<file path="config.mk">
export PLATFORM = sky130hd
export DESIGN_NAME = bit_sync_tx
export DESIGN_NICKNAME = d
export VERILOG_FILES = /design/src/rtl/bit_sync_tx_pkg.sv /design/src/rtl/bit_sync_tx_ack_sync.sv /design/src/rtl/bit_sync_tx.sv
export SDC_FILE = /design/constraint.sdc
export NUM_CORES = 1
export LEC_CHECK = 0
export ABC_CLOCK_PERIOD_IN_PS = 2450
export BUFFER_PORTS_ARGS = -buffer_cell sky130_fd_sc_hd__buf_4
export CORE_MARGIN = 8
export CORE_UTILIZATION = 45
export CTS_BUF_LIST = sky130_fd_sc_hd__clkbuf_16
export DETAILED_ROUTE_END_ITERATION = 6
export GPL_TIMING_DRIVEN = 0
export PLACE_DENSITY = 0.62
export SLEW_MARGIN = 10
export SYNTH_ARGS = -nofsm -noshare
export SYNTH_HDL_FRONTEND = slang
export SYNTH_SLANG_ARGS = --single-unit
</file>
<file path="constraint.sdc">
create_clock -name Source_CLK -period 2.45 [get_ports Source_CLK]
set_clock_uncertainty 0.15 [all_clocks]
set_input_delay 0.49 -clock Source_CLK [delete_from_list [all_inputs] [get_ports Source_CLK]]
set_output_delay 0.49 -clock Source_CLK [all_outputs]
set_load 0.005 [all_outputs]
</file>
<file path="src/rtl/bit_sync_tx_pkg.sv">
// bit_sync_tx_pkg: shared state encoding and default parameters for the source-side REQ/ACK sender.
package bit_sync_tx_pkg;
    typedef enum logic [1:0] {IDLE, REQ, WAIT_LOW} state_t;
    localparam int DEF_DATA_WIDTH     = 8;
    localparam int DEF_SYNC_STAGES    = 2;
    localparam int DEF_TIMEOUT_CYCLES = 1023;
endpackage

</file>
<file path="src/rtl/bit_sync_tx_ack_sync.sv">
// ack_level_sync: multi-stage level synchronizer bringing the destination ACK into the source clock.
module ack_level_sync
    import bit_sync_tx_pkg::*;
#(
    parameter int STAGES = DEF_SYNC_STAGES
) (
    input  logic clk,
    input  logic rst,
    input  logic d,
    output logic q
);
    logic [STAGES-1:0] sr;
    always_ff @(posedge clk) begin
        sr <= rst ? '0 : {sr[STAGES-2:0], d};
    end
    assign q = sr[STAGES-1];
endmodule

</file>
<file path="src/rtl/bit_sync_tx.sv">
// bit_sync_tx: turns a source-domain pulse plus payload into a 4-phase REQ/ACK handshake,
// with a one-entry pending buffer, a REQ timeout and sticky overflow/timeout flags.
module bit_sync_tx
    import bit_sync_tx_pkg::*;
#(
    parameter int DATA_WIDTH     = DEF_DATA_WIDTH,
    parameter int SYNC_STAGES    = DEF_SYNC_STAGES,
    parameter int TIMEOUT_CYCLES = DEF_TIMEOUT_CYCLES
) (
    input  logic                  Source_CLK,
    input  logic                  RST,
    input  logic                  PULSE_IN,
    input  logic [DATA_WIDTH-1:0] DATA_IN,
    input  logic                  ACK_ASYNC,
    output logic                  REQ_OUT,
    output logic [DATA_WIDTH-1:0] DATA_OUT,
    output logic                  BUSY,
    output logic                  DONE,
    output logic                  OVERFLOW,
    output logic                  TIMEOUT
);
    localparam int TW = $clog2(TIMEOUT_CYCLES + 1);
    localparam logic [TW-1:0] LAST = TW'(TIMEOUT_CYCLES - 1);

    state_t                state, state_n;
    logic [TW-1:0]         timer, timer_n;
    logic                  pend, pend_n, ack_s, launch, finish;
    logic                  req_n, done_n, ovf_n, to_n;
    logic [DATA_WIDTH-1:0] pend_data, pend_data_n, data_n, launch_data;

    ack_level_sync #(.STAGES(SYNC_STAGES)) u_ack_sync (
        .clk(Source_CLK),
        .rst(RST),
        .d  (ACK_ASYNC),
        .q  (ack_s)
    );

    always_ff @(posedge Source_CLK) begin
        if (RST) begin
            state     <= IDLE;
            timer     <= '0;
            pend      <= 1'b0;
            pend_data <= '0;
            REQ_OUT   <= 1'b0;
            DATA_OUT  <= '0;
            BUSY      <= 1'b0;
            DONE      <= 1'b0;
            OVERFLOW  <= 1'b0;
            TIMEOUT   <= 1'b0;
        end else begin
            state     <= state_n;
            timer     <= timer_n;
            pend      <= pend_n;
            pend_data <= pend_data_n;
            REQ_OUT   <= req_n;
            DATA_OUT  <= data_n;
            BUSY      <= state_n != IDLE;
            DONE      <= done_n;
            OVERFLOW  <= ovf_n;
            TIMEOUT   <= to_n;
        end
    end

    assign finish = state == WAIT_LOW && !ack_s;

    always_comb begin
        state_n     = state;
        timer_n     = timer;
        pend_n      = pend;
        pend_data_n = pend_data;
        req_n       = REQ_OUT;
        data_n      = DATA_OUT;
        done_n      = 1'b0;
        ovf_n       = OVERFLOW;
        to_n        = TIMEOUT;
        launch      = 1'b0;
        launch_data = DATA_IN;
        case (state)
            IDLE: launch = PULSE_IN;
            REQ: begin
                if (ack_s || timer == LAST) begin
                    req_n   = 1'b0;
                    to_n    = TIMEOUT | ~ack_s;
                    state_n = WAIT_LOW;
                end else begin
                    timer_n = timer + TW'(1);
                end
            end
            WAIT_LOW: begin
                if (!ack_s) begin
                    done_n      = 1'b1;
                    state_n     = IDLE;
                    launch      = pend | PULSE_IN;
                    launch_data = pend ? pend_data : DATA_IN;
                    pend_n      = pend & PULSE_IN;
                    pend_data_n = (pend & PULSE_IN) ? DATA_IN : pend_data;
                end
            end
            default: state_n = IDLE;
        endcase
        // a pulse not consumed by a launch or a completion goes to the pending slot
        if (PULSE_IN && state != IDLE && !finish) begin
            pend_n      = 1'b1;
            pend_data_n = pend ? pend_data : DATA_IN;
            ovf_n       = OVERFLOW | pend;
        end
        if (launch) begin
            state_n = REQ;
            req_n   = 1'b1;
            data_n  = launch_data;
            timer_n = '0;
        end
    end
endmodule

</file>
-- After elaboration in Yosys (flattened, before gate mapping)
Cells that the tools add are included.
- register bits after elaboration: 36
- output and inout bits: 13
- word-level logic and storage cells: 63
- add/subtract/negate cells: 1
- equal/unequal tests: 4
- mux-type cells: 20
- bitwise operators: 7
- reduce and logical (&&, ||, !) cells: 20
- operators with widths (kind ; count):
    8-bit two-way mux ; 7
    2-bit nonzero test ; 6
    10-bit by 1-bit adder with 10-bit output, second input constant ; 1
    10-bit equality test, second input constant ; 1
    1-bit two-way mux ; 8
    2-bit AND reduction ; 4
    2-bit two-way mux ; 3
    2-bit case mux with 3 select lines ; 1
    2-bit OR reduction ; 2
    1-bit logical AND ; 3
    1-bit NOT ; 3
    1-bit OR ; 3
    3-bit AND reduction ; 1
    2-bit by 1-bit equality test with 1-bit output, second input constant ; 1
    2-bit equality test, second input constant ; 1
    1-bit zero test ; 2
    2-bit zero test ; 1
    2-bit inequality test, second input constant ; 1
    1-bit case mux with 2 select lines ; 1
    1-bit bitwise AND ; 1
    1-bit logical OR ; 1

-- Longest topological paths before layout
Gate-level depths: netlist of run 1.
- depth after elaboration: 6
- mapped depth: 7
- depth with buffers taken out: 6

-- Modules after synthesis
From an unflattened synthesis of run 1, not the netlist that was laid out.
- cell total of the unflattened synthesis: 177
- area total of the unflattened synthesis: 1661.6 um^2
- modules (own cells, without submodules) (module ; times used ; cells each ; area each (um^2) ; sequential area each (um^2)):
    bit_sync_tx ; 1 ; 173 ; 1609.0 ; 680.7
    ack_level_sync ; 1 ; 4 ; 52.6 ; 40.0

-- Worst setup path before layout of run 1
OpenSTA, ideal clock, no wires.
- path kind: register to register
- start: register timer[0]
- end: register timer[6]
- setup time: 0.070 ns
- arrival time: 1.509 ns
- required time: 2.230 ns
- slack: 0.721 ns
- cell stages (with the launch flop): 8
- period minus slack after synthesis: 1.729 ns
- path through: dfxtp_1 inv_1 ha_1 nand3_1 o21bai_1 clkbuf_1 or4_1 a21oi_1
- cells in the longest elaborated chain, start to end: 4
- ends and longest elaborated chain (element ; RTL line ; RTL):
    start: declaration ; bit_sync_tx.sv:26 ; logic [TW-1:0] timer, timer_n;
    start signal: assignment ; bit_sync_tx.sv:52 ; timer <= timer_n;
    branches (longest 4 deep; another with 10-bit by 1-bit adder with 10-bit output) ; - ;
Parallel ways; which one is timed is not known.
A chain may end at the register's enable or synchronous reset.

-- Final worst setup path of run 1
- start: register timer[0]
- end: register timer[8]
The elaborated chain is that of the path after synthesis.

==> results of run 1 <==
power by group:
| group | internal (W) | total (W) | switching (W) |
|---|---|---|---|
| logic | 0.0000718 | 0.000143 | 0.0000709 |
| registers | 0.000612 | 0.000625 | 0.0000134 |
| clock network | 0.000474 | 0.000702 | 0.000229 |
| total | 0.00116 | 0.00147 | 0.000313 |
cell families (layout without fill, tap and decap cells):
family | count (synthesis) | count (layout) | share of synthesized area, %
compound gates | 37 | 37 | 14.8
buf+inv | 17 | 48 | 5.65
mux | 16 | 16 | 9.65
simple gates | 68 | 68 | 23.9
xor+xnor | 2 | 2 | 1.06
fa+ha+maj | 2 | 2 | 1.51
flops | 36 | 36 | 43.4
layer usage:
layer,global-route usage [%],up-vias,routed length (um)
li1,-,679,-
met1,12.2,619,1440
met2,21.8,25,1780
met3,3.26,5,133
met4,5.19,0,53
met5,0,-,0
sequential cells by signal, summed over array words and instances, names as in the netlist, 2 cells and up:
| signal | cells |
|---|---|
| state | 2 |
| u_ack_sync.sr | 2 |
| DATA_OUT | 8 |
| pend_data | 8 |
| timer | 10 |
stage by stage:
stage,worst slack (ns),hold slack [ns],instance area (sq um)
after floorplan,0.721,0.264,1660
after global placement,0.506,0.290,1890
after detailed placement,0.431,0.291,1890
after CTS,0.505,0.292,2060
after global routing,0.376,0.302,2060
final,0.493,0.290,2060
layout make-up:
| cell class | instances | area [sq um] | share of cell area [%] |
|---|---|---|---|
| clock inverter | 3 | 38.8 | 1.89 |
| inverter | 4 | 15.0 | 0.730 |
| tap | 48 | 60.1 | 2.92 |
| timing repair buffer | 23 | 173 | 8.39 |
| sequential | 36 | 721 | 35.0 |
| clock buffer | 5 | 125 | 6.08 |
| buffer | 13 | 78.8 | 3.83 |
| multi-input combinational | 125 | 846 | 41.1 |
worst max-delay path, delay by kind of cell, from the launching register on:
family,cells,cell delay [ns]
adders and majority gates,1,0.21
DFF,1,0.39
and+or+nand+nor,2,0.56
AOI/OAI and AO/OA,2,0.24
buffers and inverters,2,0.33
layout by cell type, fill, tap and decap left out, types with 4 or more instances in the layout:
cell type	synthesis	final
nor2_1	21	21
o31ai_1	7	7
o21a_1	4	4
or4_1	5	5
clkbuf_16	0	5
buf_4	1	24
a21oi_1	11	11
a211oi_1	8	8
nor3_1	5	5
clkbuf_1	5	5
nand2_1	4	4
nand2b_1	17	17
mux2i_1	16	16
dfxtp_1	36	36
inv_1	4	5
worst paths after layout:
check / from / endpoint / depth (start not counted)
setup / recovery: timer[0] / timer[8] / 7
hold / removal: ACK_ASYNC / u_ack_sync.sr[0] / 2
setup reg to reg: timer[0] / timer[8] / 7
hold reg to reg: u_ack_sync.sr[0] / u_ack_sync.sr[1] / 1
==> results.json, run 1 <==
{
  "cts_tree": "done",
  "drv_slew": 0,
  "critPathLaunchType": "register",
  "netlist.area_leader.share_pct": 43.4,
  "cp_slowest_cell": "or4_1",
  "synthArstFlopShare_pct": 0,
  "ys_top_cells_by_area": "dfxtp_1, mux2i_1, nand2b_1, nor2_1, a211oi_1",
  "drtIter0Drc": 55,
  "cts.htree.levels": 2,
  "globalplace.congestion": 0.751,
  "post_cts_buffers": 0,
  "synth_edf_count": 0,
  "setup_viol": 0,
  "start_util_pct": 46.0,
  "status": "finished clean",
  "clk_transition_reported_paths_ns": 0.06,
  "cts-root-buf": "clkbuf_16",
  "maxSlewHeadroom_pct": 59.3,
  "grt_pass1_wl_um": 5820,
  "fmaxAchievable_mhz": 511,
  "grt_pass1_vias": 1393,
  "track_usage_pct": 11.9,
  "hold_violations": 0,
  "die_h_um": 76.7,
  "cp_cell_sequence": "inv_1 -> ha_1 -> nand3_1 -> o21bai_1 -> clkbuf_1 -> or4_1 -> a21oi_1",
  "crit_required_ns": 2.51,
  "setup_tns_ns": 0,
  "p_per_area_mw_per_mm2": 715,
  "yosysMostFrequentCell": "dfxtp_1",
  "place_inst": 249,
  "antenna_cells": 0,
  "hold_class": "in2reg",
  "ir_drop_mv": 0.351,
  "clk_path_buf_depth": 2,
  "grt_start_max_net_pins": 12,
  "synthCells": 178,
  "critPathKind": "reg2reg",
  "synth_ff_type": "dfxtp_1",
  "fin_nets": 222,
  "worst_pin_slew_ns": 0.605,
  "num_vias": 1328,
  "syn_area_per_cell_sq_um": 9.33,
  "area_delta_synth_final_pct": 23.9,
  "ioPinCount": 25,
  "hold_buffers": 0,
  "port_buffers": 23,
  "slowest_delay_ns": 0.44,
  "syn_area_sq_mm": 0.00166,
  "die-area_sq_mm": 0.00589,
  "dpl.hpwl_um": 2630,
  "nFillCells": 350,
  "cts_buffers": 5,
  "synth_top_area_cell": "dfxtp_1",
  "p_total_w": 0.00147,
  "cp_max_fo": 10,
  "std_cell_rows": 22,
  "final_core_util_pct": 57.0,
  "yosysWarnings": 0,
  "clock-sinks": 36,
  "synth_nets": 192,
  "arrival_ns": 2.01,
  "rsz0062_at_grt": "no",
  "drc": 0,
  "postCtsResizedCells": 0,
  "coreArea_sq_mm": 0.00361,
  "finalNonFillerCells": 257,
  "wl_per_cell_um": 13.3,
  "first_pass_iters": 4,
  "viasPerCell": 5.17,
  "synth-seq-cells": 36,
  "cp-end-kind": "register",
  "synth_seq_area_share_pct": 43.4,
  "die_x_um": 76.7,
  "grt-ovfl-total": 0,
  "max-cap-violations": 0,
  "fin_crit_ns": 1.96,
  "antenna_found_initial": 0,
  "synth_cell_type_count": 37,
  "drive_gt1_share_pct": 20.1,
  "p_leak_nw": 0.807,
  "synth_commonest_cells": "dfxtp_1, nor2_1, nand2b_1",
  "antenna_left": 0,
  "reg2reg_slack_ns": 0.49,
  "drt-total-wl_um": 3410,
  "insertion_delay_ns": 0.28,
  "fin_crit_sh_pct": 79.9
}
No activity file was read; power rests on OpenSTA's default activity.
==> inputs of run 2 (changes only) <==
--- a/config.mk
+++ b/config.mk
@@ -5,14 +5,15 @@
 export SDC_FILE = /design/constraint.sdc
 export NUM_CORES = 1
 export LEC_CHECK = 0
-export ABC_CLOCK_PERIOD_IN_PS = 2450
+export ABC_AREA = 1
+export ABC_CLOCK_PERIOD_IN_PS = 1750
 export BUFFER_PORTS_ARGS = -buffer_cell sky130_fd_sc_hd__buf_4
 export CORE_MARGIN = 8
 export CORE_UTILIZATION = 45
 export CTS_BUF_LIST = sky130_fd_sc_hd__clkbuf_16
 export DETAILED_ROUTE_END_ITERATION = 6
 export GPL_TIMING_DRIVEN = 0
-export PLACE_DENSITY = 0.62
+export PLACE_DENSITY = 0.65
 export SLEW_MARGIN = 10
 export SYNTH_ARGS = -nofsm -noshare
 export SYNTH_HDL_FRONTEND = slang
==> constraint.sdc (replaced) <==
create_clock -name Source_CLK -period 1.75 [get_ports Source_CLK]
set_clock_uncertainty 0.15 [all_clocks]
set_input_delay 0.35 -clock Source_CLK [delete_from_list [all_inputs] [get_ports Source_CLK]]
set_output_delay 0.35 -clock Source_CLK [all_outputs]
set_load 0.005 [all_outputs]
==> results.json, run 2 <==
{
  "status": "finished clean",
  "synth_compound_area_share_pct": 15.9,
  "grt_start_max_net_pins": 12,
  "critPathLaunchType": "register",
  "cts-root-buf": "clkbuf_16",
  "cp_max_fo": 9,
  "fin_crit_ns": 1.63,
  "fmaxAchievable_mhz": 613,
  "rsz0062_at_grt": "yes",
  "synthSimpleGateAreaFrac_pct": 32.2,
  "synthArstFlopShare_pct": 0,
  "insertion_delay_ns": 0.28,
  "die_h_um": 78.7,
  "area_delta_synth_final_pct": 23.6,
  "startpoint": "state[1]",
  "hold_class": "in2reg",
  "die_x_um": 78.7,
  "use_met3_pct": 3.72,
  "ys_top_cells_by_area": "dfxtp_1, nand2_1, a21oi_1, inv_1, nand3b_1",
  "dpl.hpwl_um": 2930,
  "synth_top_family_by_area": "simple AND/OR/NAND/NOR gates",
  "grt-ovfl-total": 0,
  "std_cell_rows": 22,
  "drt-total-wl_um": 4250,
  "max-cap-violations": 0,
  "track_usage_pct": 13.9,
  "syn_area_per_cell_sq_um": 6.99,
  "fin_crit_sh_pct": 93.3,
  "crit_required_ns": 1.78,
  "syn_area_sq_mm": 0.00177,
  "mostFrequentLayoutCell": "nand2_1",
  "setup_viol": 0,
  "final_core_util_pct": 58.8,
  "port_buffers": 23,
  "largest_reg_flops": 10,
  "cts_tree": "done",
  "synth_fa_ha_area_share_pct": 1.41,
  "synth-xor-area-share_pct": 1.98,
  "top_register": "timer",
  "yosysWarnings": 0,
  "ir_drop_mv": 0.704,
  "cts_buffers": 5,
  "viasPerCell": 4.97,
  "p_leak_nw": 0.929,
  "antenna_cells": 0,
  "die-area_sq_mm": 0.00619,
  "num_vias": 1656,
  "fin_nets": 298,
  "antenna_found_initial": 0,
  "arrival_ns": 1.66,
  "wl_per_cell_um": 12.8,
  "min_from": "ACK_ASYNC",
  "top_usage_layer": "met2",
  "first_pass_iters": 4,
  "yosysMostFrequentCell": "nand2_1",
  "drtIter0Drc": 101,
  "clock-sinks": 36,
  "netlist.area_leader.share_pct": 40.7,
  "hold_slack_ns": 0.125,
  "grt_pass1_vias": 1537,
  "antenna_left": 0,
  "synth_nets": 267,
  "synth_seq_area_share_pct": 40.7,
  "coreArea_sq_mm": 0.00372,
  "grt_pass1_wl_um": 6960,
  "clk_path_buf_depth": 2,
  "synthCells": 253,
  "synth-seq-cells": 36,
  "globalplace.congestion": 0.788,
  "ioPinCount": 25,
  "clk_transition_reported_paths_ns": 0.05,
  "reg2reg_slack_ns": 0.12,
  "dpl_worst_slack_ns": 0.0230,
  "drive_gt1_share_pct": 17.2,
  "p_per_area_mw_per_mm2": 970,
  "cts.htree.levels": 2,
  "critPathKind": "reg2reg",
  "layout_common_cells": "nand2_1, dfxtp_1, a21oi_1, buf_4, inv_1",
  "synth_cell_type_count": 24,
  "worst_slack_ns": 0.118,
  "synth_commonest_cells": "nand2_1, dfxtp_1, a21oi_1",
  "hold_violations": 0,
  "met1_usage_pct": 16.2,
  "synth_mux_area_share_pct": 0,
  "worst_pin_slew_ns": 0.506,
  "maxSlewHeadroom_pct": 66.3,
  "rr_startpoint": "state[1]",
  "p_total_w": 0.00212,
  "synth_ff_type": "dfxtp_1",
  "drv_slew": 0,
  "drc": 0,
  "grt_use_met2_pct": 23.4,
  "synth_top_area_cell": "dfxtp_1",
  "post_cts_buffers": 0,
  "start_util_pct": 47.6,
  "cp-end-kind": "register",
  "setup_tns_ns": 0,
  "synth_edf_count": 0,
  "reg_top3": "timer x10, DATA_OUT x8, pend_data x8"
}
[run 2: changes by cell type in the layout (fill, tap and decap cells not counted), moves of 8 or more]
cell      change
nor2_1        -8
inv_1        +18
o211ai_1      +9
a21oi_1      +19
nand2_1      +82
nand2b_1     -17
mux2i_1      -16
nand3b_1     +10
a211oi_1      -8
[run 2: critical path: stages (launching register included)]
cell and delay, ns:
dfxtp_1 0.42, nor2_1 0.11, nor3_4 0.41, nor2_2 0.19
nand2_1 0.10, nand3_1 0.06, nand2_1 0.05, inv_1 0.04
[run 2: metal layers]
layer / vias to the layer above / part of all wire (%)
met5: - / 0
met4: 0 / 0.64
met3: 3 / 3.6
met2: 28 / 50
met1: 747 / 46
li1: 878 / -
[run 2: power by group]
part | total (W) | internal, W | switching (W)
registers | 0.000882 | 0.000862 | 0.0000205
clock network | 0.000992 | 0.000661 | 0.000331
logic | 0.000246 | 0.0000961 | 0.000150
[run 2: cell families after synthesis]
group / after synthesis
adders and majority gates: 2
and+or+nand+nor: 128
buffers and inverters: 34
DFF: 36
AOI/OAI and AO/OA: 49
xor gates and xnor gates: 4
[run 2: timing repair]
action | 4_1_cts | 5_1_grt
gates resized for setup | 0 | 5
hold buffers | 0 | 0
setup endpoints to repair | 0 | 12
[run 2: path summary, 6_finish.rpt]
kind / to / cells past startpoint
setup / recovery: pend_data[3] / 7
hold / removal: u_ack_sync.sr[0] / 3
setup reg to reg: pend_data[3] / 7
hold reg to reg: u_ack_sync.sr[1] / 2
[run 2: area by class of cell]
class                   count  area [sq um]
clock buffers               5           125
clock inverters             3          37.5
flip-flops and latches     36           724
inverters                  28           105
repair buffers             23           173
multi-input cells         184           925
well taps                  48          60.1
fillers                   373          1530
plain buffers               6          36.3
[run 2: through the flow]
step	instances	area, sq um
6_report	333	2190
5_1_grt	333	2190
4_1_cts	332	2160
3_5_place_dp	324	2000
3_3_place_gp	324	2000
2_1_floorplan	253	1770
==> inputs of run 3 (changes only) <==
--- a/config.mk
+++ b/config.mk
@@ -9,11 +9,11 @@
 export ABC_CLOCK_PERIOD_IN_PS = 1750
 export BUFFER_PORTS_ARGS = -buffer_cell sky130_fd_sc_hd__buf_4
 export CORE_MARGIN = 8
-export CORE_UTILIZATION = 45
+export CORE_UTILIZATION = 28
 export CTS_BUF_LIST = sky130_fd_sc_hd__clkbuf_16
 export DETAILED_ROUTE_END_ITERATION = 6
 export GPL_TIMING_DRIVEN = 0
-export PLACE_DENSITY = 0.65
+export PLACE_DENSITY = 0.43
 export SLEW_MARGIN = 10
 export SYNTH_ARGS = -nofsm -noshare
 export SYNTH_HDL_FRONTEND = slang
==> results.json, run 3 (same netlist as run 2, synthesis figures left out) <==
{
  "insertion_delay_ns": 0.28,
  "drc": 0,
  "port_buffers": 23,
  "hold_buffers": 0,
  "start_util_pct": 28.3,
  "dpl_worst_slack_ns": -0.0424,
  "cts.htree.levels": 2,
  "antenna_found_initial": 0,
  "area_delta_synth_final_pct": 24.7,
  "ioPinCount": 25,
  "maxSlewHeadroom_pct": 68.7,
  "cts_buffers": 5,
  "drv_slew": 0,
  "max-cap-violations": 0,
  "drtIter0Drc": 67,
  "place_inst": 353,
  "p_switching_w": 0.000515,
  "rsz0062_at_grt": "no",
  "clk_path_buf_depth": 2,
  "p_comb_share_pct": 12.4,
  "critPathKind": "reg2reg",
  "setup_viol": 0,
  "hold_violations": 0,
  "power_frac_clock_pct": 43.2,
  "ir_drop_mv": 0.487,
  "grt_pass1_vias": 1624,
  "num_vias": 1600,
  "die_h_um": 95.5,
  "clk_transition_reported_paths_ns": 0.06,
  "globalplace.congestion": 0.738,
  "p_seq_share_pct": 44.4,
  "coreArea_sq_mm": 0.00624,
  "fin_nets": 299,
  "grt_pass1_wl_um": 7670,
  "std_cell_rows": 29,
  "critPathLaunchType": "register",
  "cp-end-kind": "register",
  "dpl.hpwl_um": 3270,
  "antenna_left": 0,
  "cts_tree": "done",
  "grt_start_max_net_pins": 12,
  "die_x_um": 95.5,
  "viasPerCell": 4.41,
  "fin_crit_ns": 1.56,
  "top_register": "timer",
  "cts-root-buf": "clkbuf_16",
  "antenna_cells": 0,
  "internal_power_w": 0.00148,
  "hold_class": "in2reg",
  "clock-sinks": 36,
  "mostFrequentLayoutCell": "nand2_1",
  "fin_crit_sh_pct": 89.0,
  "p_leak_nw": 0.925,
  "grt-ovfl-total": 0,
  "fmaxAchievable_mhz": 642,
  "finalNonFillerCells": 363,
  "first_pass_iters": 4,
  "worst_slack_ns": 0.192,
  "arrival_ns": 1.61,
  "crit_required_ns": 1.80,
  "worst_pin_slew_ns": 0.470,
  "reg_top3": "timer x10, DATA_OUT x8, pend_data x8",
  "drt-total-wl_um": 4560,
  "p_sw_share_pct": 25.9,
  "layout_common_cells": "nand2_1, dfxtp_1, a21oi_1, buf_4, inv_1",
  "track_usage_pct": 10.7,
  "status": "finished clean",
  "p_per_area_mw_per_mm2": 902,
  "cp_max_fo": 8,
  "die-area_sq_mm": 0.00912,
  "nFillCells": 694,
  "largest_reg_flops": 10,
  "drive_gt1_share_pct": 17.8,
  "wl_per_cell_um": 12.6
}
[run 3: changes by cell type in the layout (fill, tap and decap cells not counted)]
cell       delta
clkinv_2      +2
clkinv_1      -1
bufinv_16     -1
buf_4         +1
[run 3: worst max-delay path: stages, from the launching register on]
cell,delay [ns]
dfxtp_4,0.38
inv_1,0.07
ha_1,0.19
nand3_1,0.07
nor2_1,0.04
nand2_1,0.09
nand2_2,0.12
nor2_4,0.18
nand2_1,0.07
a21oi_1,0.13
[run 3: layout make-up]
class | instances | area [sq um] | area share [%]
buffer | 6 | 36.3 | 1.64
sequential | 36 | 724 | 32.8
multi-input combinational | 184 | 925 | 41.9
clock buffer | 5 | 125 | 5.67
inverter | 28 | 105 | 4.76
tap | 77 | 96.3 | 4.37
timing repair buffer | 24 | 180 | 8.17
clock inverter | 3 | 13.8 | 0.624
[run 3: worst paths after layout]
| check | from | endpoint | slack (ns) | cells past startpoint |
|---|---|---|---|---|
| worst max-delay path | timer[0] | timer[8] | 0.19 | 9 |
| worst min-delay path | ACK_ASYNC | u_ack_sync.sr[0] | 0.13 | 3 |
| worst max register to register | timer[0] | timer[8] | 0.19 | 9 |
| worst min register to register | u_ack_sync.sr[0] | u_ack_sync.sr[1] | 0.25 | 2 |
[run 3: stage by stage]
step                      hold WS, ns  TNS [ns]  power [W]  util (%)  cell area [sq um]
final                           0.127         0    0.00199      35.3               2210
after global routing            0.146         0    0.00210      35.3               2210
after CTS                       0.120         0    0.00203      35.1               2190
after detailed placement        0.245    -0.189    0.00115      32.7               2040
after global placement          0.241   -0.0578    0.00115      32.7               2040
after floorplan                 0.238         0    0.00105         -               1770
[run 3: timing repair]
action                     in CTS  in global routing
gates resized for setup         2                  3
setup endpoints to repair       9                 13
pin swaps                       1                  2
cloned                          1                  0
setup buffers                   0                  1
[run 3: per-layer routing]
layer / vias to the layer above / part of all wire, % / track usage, %
met2: 21 / 49 / 18.9
met1: 698 / 46 / 12.4
li1: 877 / - / -
met3: 4 / 3.4 / 2.36
met5: - / 0 / 0
met4: 0 / 1.3 / 3.84
[run 3: power groups by stage]
stage / sequential (W) / combinational, W / clock [W]
2_1_floorplan: 0.000899 / 0.000149 / 0
5_1_grt: 0.000888 / 0.000283 / 0.000925
6_report: 0.000883 / 0.000247 / 0.000860
4_1_cts: 0.000884 / 0.000250 / 0.000892
3_3_place_gp: 0.000902 / 0.000244 / 0
3_5_place_dp: 0.000902 / 0.000245 / 0
